$ cat src/rtl/and_5bit_unit.sv
// and_5bit_unit
// Registered bitwise-AND ALU slice for the 5-bit CPU datapath. Produces
// z = a & b together with the carry/sign/zero flags used by the flag
// register and branch logic. Single-cycle latency, valid-qualified.
//
// Ports:
//   clk        system clock, rising-edge active
//   rst        synchronous active-high reset (priority over in_valid)
//   in_valid   a/b carry a new operation this cycle
//   a, b       operands, WIDTH bits
//   out_valid  z/flags were updated by the previous cycle's valid input
//   z          registered a & b
//   cf         carry flag, constant 0 for AND
//   sf         sign flag, z[WIDTH-1]
//   zf         zero flag, z == 0
//   zcnt       saturating count of zero results (AND5_ZCOUNT_EN only)
//
// Build option:
//   AND5_ZCOUNT_EN  when defined, adds the zcnt output and its CNT_W-bit
//                   saturating counter of accepted zero results.

module and_5bit_unit #(
    parameter int WIDTH = 5,
    parameter int CNT_W = 8
) (
    input  logic             clk,
    input  logic             rst,
    input  logic             in_valid,
    input  logic [WIDTH-1:0] a,
    input  logic [WIDTH-1:0] b,
    output logic             out_valid,
    output logic [WIDTH-1:0] z,
    output logic             cf,
    output logic             sf,
    output logic             zf
`ifdef AND5_ZCOUNT_EN
    ,
    output logic [CNT_W-1:0] zcnt
`endif
);

    // Elaboration-time parameter sanity checks.
    if (WIDTH < 2) begin : g_width_chk
        $error("and_5bit_unit: WIDTH must be >= 2");
    end
    if (CNT_W < 1) begin : g_cntw_chk
        $error("and_5bit_unit: CNT_W must be >= 1");
    end

    // Stage p0: combinational result of the operands presented this cycle.
    logic [WIDTH-1:0] w_and_p0;
    logic             w_zero_p0;

    assign w_and_p0  = a & b;
    assign w_zero_p0 = (w_and_p0 == '0);

    // Stage p1: registered result, flags and valid.
    logic [WIDTH-1:0] r_z_p1;
    logic             r_cf_p1;
    logic             r_sf_p1;
    logic             r_zf_p1;
    logic             r_vld_p1;

    // Operands are only sampled when in_valid is high, so unknown a/b on
    // idle cycles never reach the registers. The flags are taken from the
    // same value that is loaded into r_z_p1, keeping them consistent with z.
    always_ff @(posedge clk) begin
        if (rst) begin
            r_z_p1   <= '0;
            r_cf_p1  <= 1'b0;
            r_sf_p1  <= 1'b0;
            r_zf_p1  <= 1'b1;
            r_vld_p1 <= 1'b0;
        end else if (in_valid) begin
            r_z_p1   <= w_and_p0;
            r_cf_p1  <= 1'b0;
            r_sf_p1  <= w_and_p0[WIDTH-1];
            r_zf_p1  <= w_zero_p0;
            r_vld_p1 <= 1'b1;
        end else begin
            r_vld_p1 <= 1'b0;
        end
    end

    assign z         = r_z_p1;
    assign cf        = r_cf_p1;
    assign sf        = r_sf_p1;
    assign zf        = r_zf_p1;
    assign out_valid = r_vld_p1;

`ifdef AND5_ZCOUNT_EN
    // Increment that sticks at all-ones instead of wrapping to zero.
    function automatic logic [CNT_W-1:0] sat_inc(input logic [CNT_W-1:0] v);
        if (v == {CNT_W{1'b1}}) begin
            sat_inc = v;
        end else begin
            sat_inc = v + 1'b1;
        end
    endfunction

    logic [CNT_W-1:0] r_zcnt_p1;

    // Updated on the same edge as zf, so both become visible together.
    always_ff @(posedge clk) begin
        if (rst) begin
            r_zcnt_p1 <= '0;
        end else if (in_valid && w_zero_p0) begin
            r_zcnt_p1 <= sat_inc(r_zcnt_p1);
        end
    end

    assign zcnt = r_zcnt_p1;
`endif

endmodule

$ cat config.mk
export PLATFORM = sky130hd
export DESIGN_NAME = and_5bit_unit
export DESIGN_NICKNAME = d
export VERILOG_FILES = /design/src/rtl/and_5bit_unit.sv
export SDC_FILE = /design/constraint.sdc
export NUM_CORES = 1
export LEC_CHECK = 0
export CAP_MARGIN = 20
export CORE_AREA = 2 2 39 41
export CTS_BUF_LIST = sky130_fd_sc_hd__clkbuf_16
export CTS_CLUSTER_SIZE = 14
export DETAILED_ROUTE_END_ITERATION = 10
export DIE_AREA = 0 0 41 43
export REMOVE_ABC_BUFFERS = 1
export SLEW_MARGIN = 20
export SYNTH_ARGS = -nofsm -noshare
export SYNTH_HDL_FRONTEND = slang
export SYNTH_SLANG_ARGS = --single-unit
$ cat constraint.sdc
create_clock -name clk -period 0.8 [get_ports clk]
set_input_delay 0.12 -clock clk [delete_from_list [all_inputs] [get_ports clk]]
set_output_delay 0.12 -clock clk [all_outputs]
set_load 0.01 [all_outputs]
### Word-level counts from Yosys, hierarchy flattened

Cells that the tools add are included.
W data, S select, Z words.

| word-level totals | value |
|---|---|
| logic and storage cells | 7 |
| output and inout port bits | 9 |
| register bits after elaboration | 8 |

| operators by class | value |
|---|---|
| bitwise gates (word level) | 1 |
| mux-type cells | 1 |
| reduce and logical (&&, ||, !) cells | 1 |

Operators with widths:

| kind | count |
|---|---|
| $and A5 B5 Y5 | 1 |
| $logic_not A5 Y1 | 1 |
| $mux W1 | 1 |

### Logic depth before layout (Yosys ltp)

| depth | value |
|---|---|
| depth after elaboration | 2 |
| gate-level depth with buffers | 3 |
| depth with buffers taken out | 2 |

### Worst setup path before layout

Ideal clock, no wire load.

| timing path | value |
|---|---|
| path kind | reg-to-reg |
| start | reg zf (netlist name) |
| end | reg r_zf_p1, in the netlist zf |
| data arrival time | 768 ps |
| cell stages (with the launch flop) | 3 |
| clock period less this slack | 891 ps |
| data required time | 677 ps |
| slack | -91 ps |
| path through | dfxtp_1 > nor2b_1 > a311o_2 |

RTL lines:

| item | line | text |
|---|---|---|
| end signal, assigned | 78 | `r_zf_p1 <= w_zero_p0;` |
| end, declared | 61 | `logic r_zf_p1;` |

==> summary.md <==
| Metric | Value |
|---|---|
| Critical register-to-register path endpoint | zf |
| Number of endpoints with negative hold slack in the final report | 0 |
| Number of global-route vias before repair | 297 |
| Logic gate share of total power | 11.6% |
| Antenna violations before repair | 0 |
| Placed insts | 69 |
| Portion of total power attributed to the clock network | 60.7% |
| Initial Util | 20.71% |
| Count of max-cap constraint violations | 0 |
| Path type of the worst setup path | flip-flop to flip-flop |
| Max Clk Rate | 1125 MHz |
| Busiest layer in global routing | met2 |
| Wire length after detailed routing | 777 um |
| Boundary Pins | 22 |
| Category of the worst setup path capture point | flip-flop |
| Clock buffer depth | 2 |
| CTS Sinks | 7 |
| Antenna fix cells | 0 |
| FF-to-FF Start | zf |
| Total Routing Usage GR | 10.66% |
| Clock slew at the register clock pins of the worst setup and hold paths | 0.03 ns |
| Hold Path Cell Cnt | 3 |
| Maximum fanout along the worst path | 2 |
| Post-route clock period utilization | 111.1% |
| Power density over the cells | 2219 mW/mm^2 |
| Met1 Resource Use GR | 11.00% |
| Worst endpoint required time | 0.91 ns |
| Final antenna-violating net count | 0 |
| Via-to-Cell Ratio | 4.176 |
| Violated checks | setup timing |
| Number of standard cells after synthesis | 31 |
| Portion of total power attributed to sequential cells | 27.7% |
| Die Wd | 41 um |
| Hold path startpoint | a[3] |
| Flop-to-flop setup slack | -0.09 ns |
| TritonCTS clock tree | done |
| CP Data Arrival Time | 1.00 ns |
| Pin count of the biggest net entering global routing | 12 |
| Minimum setup slack in the final design | -0.08919 ns |
| Share of final-layout standard cells stronger than drive strength 1 | 46.55% |
| Routing usage on met2 | 15.94% |
| Clock root buffer | clkbuf_16 |
| Average footprint of a synthesized cell | 9.243 um^2 |
| First-pass detailed-route iteration total | 4 |
| Proportion of total power due to net switching | 18.63% |
| Leakage power total | 0.2947 nW |
| Number of buffers added to fix hold violations after cts | 0 |
| Area of the die | 0.001763 mm^2 |
| Drt initial violations | 7 |
| Area of combinational cells with multiple inputs | 142.6 um^2 |
| Count of fill cells added during filler insertion | 149 |
| Global-route wire length before repair | 1179 um |
| Minimum setup slack after placement | -0.4013 ns |
| Final setup skew | 0 ns |
| Result of the run | complete, but fails checks |
| Number of design rule violations left after detail routing | 0 |
| Clock latency reported for the late side of the worst-skew pair | 0.23 ns |
| Layout Area Growth over Synthesis | 116.2% |
| Fin. max-slew vios | 0 |
| Class of the tightest hold or removal check | primary input to flip-flop |
| Flops & latches, synth | 7 |
| Floorplan die height | 43 um |
| Cell internal pwr | 1.118 mW |
| Time the worst path needs with I/O delays and setup | 0.8892 ns |
| Post-Layout Cell Count | 74 |
| Port-buffer cells | 20 |
| Met3 Use GR | 7.853% |
| Congestion Overflow GR | 0 |
| RSZ-0062 raised after global routing | true |
| Setup violators final | 2 |
| Highest ir drop seen on vdd | 1049 uV |
| Sequential area share after synthesis | 48.91% |
| Number of clock buffers inserted by TritonCTS | 3 |
| Post-layout net count | 72 |
| Element type at the critical path start | flip-flop |
| Via count | 309 |
| Endpoint, Worst Hold | z[3] |
| Area of all sequential standard cells | 147.6 um^2 |
| Wire per inst | 10.50 um |
| Synthesized area | 286.5 um^2 |
| Switching pwr | 0.2560 mW |
| Netlist cell types | 11 |
| Std-Cell Rows | 14 |
| Clock H-tree levels | 1 |
| Number of warnings issued by yosys | 0 |
| Number of cells traversed by the worst register-to-register path | 2 |
| CORE AREA | 0.001384 mm^2 |
| GP Congestion | 0.6542 |
-- layout by cell type, fill, tap and decap left out, types with 2 or more instances in the layout --
master,n
buf_6,5
nand2b_1,5
dfxtp_2,6
clkbuf_16,3
dlymetal6s2s_1,2
buf_2,3
nand3_1,5
a21oi_1,4
dlygate4sd2_1,9
buf_4,6
-- how the worst max path moves through the flow --
stage	cells past startpoint	endpoint	startpoint	slack [ns]
floorplan	2	zf	zf	-0.09
global placement	3	zf	a[0]	-0.39
detailed placement	3	zf	a[0]	-0.40
CTS	2	zf	zf	-0.09
global route	2	zf	zf	-0.10
finish	2	zf	zf	-0.09
-- worst max-delay path: stages, from the launching register on --
cell and delay (ns):
dfxtp_2 0.31, nor2b_4 0.11, a311o_2 0.34
-- timing repair --
| action | 4_1_cts | 5_1_grt |
|---|---|---|
| pin swaps | 2 | 2 |
| buffers inserted | 0 | 1 |
| gates resized for setup | 47 | 11 |
| setup endpoints to repair | 14 | 8 |
-- final cells by class --
type	instances	area share (%)
timing repair buffer	26	37.17
multi-input combinational	21	23.03
sequential	7	23.84
clock buffer	3	12.12
clock inverter	1	0.6061
tap	16	3.232
-- flip-flops by register name, indices dropped and copies added (netlist names) --
signal / count
z: 5
zf: 1
out_valid: 1
-- power groups by stage --
| stage | Sequential [mW] | Clock, mW | Combinational [mW] |
|---|---|---|---|
| after floorplan | 0.389 | 0 | 0.0321 |
| after global placement | 0.380 | 0 | 0.172 |
| after detailed placement | 0.381 | 0 | 0.172 |
| after CTS | 0.377 | 0.846 | 0.148 |
| after global routing | 0.382 | 0.871 | 0.175 |
| final | 0.380 | 0.834 | 0.160 |
-- routing by layer --
layer	up-vias	wire length [um]	share of wire, %
met5	-	0	0
met4	0	0	0
met3	0	50	6.4
met2	7	408	53
met1	140	318	41
li1	162	-	-
-- synthesized netlist by cell type --
| cell type | count | area, um^2 |
|---|---|---|
| a22oi_1 | 1 | 7.510 |
| conb_1 | 1 | 3.750 |
| nand2b_1 | 5 | 31.28 |
| buf_2 | 1 | 5.000 |
| a311o_2 | 1 | 11.26 |
| a21oi_1 | 5 | 25.02 |
| dfxtp_1 | 7 | 140.1 |
| buf_4 | 2 | 15.01 |
| nand3_1 | 5 | 25.02 |
| a222oi_1 | 1 | 10.01 |
| nor2b_1 | 2 | 12.51 |
-- cell families after synthesis --
| group | share of synthesized area (%) |
|---|---|
| simple gates | 24.02 |
| compound gates | 18.78 |
| flops | 48.91 |
| buf+inv | 6.984 |
| other cells | 1.309 |
-- stage by stage --
| stage | total power [mW] | util, % | hold WS, ns | TNS, ns | area [um^2] |
|---|---|---|---|---|---|
| after floorplan | 0.4214 | - | 0.1891 | -0.09125 | 266.5 |
| after global placement | 0.5523 | 37.88 | 0.4572 | -3.422 | 524.3 |
| after detailed placement | 0.5528 | 37.88 | 0.4657 | -3.510 | 524.3 |
| after CTS | 1.371 | 41.41 | 0.3095 | -0.09129 | 573.1 |
| after global routing | 1.427 | 44.76 | 0.2303 | -0.1533 | 619.3 |
| final | 1.374 | 44.76 | 0.2101 | -0.08977 | 619.3 |
Note: power is estimated with default switching activity, not from simulation.
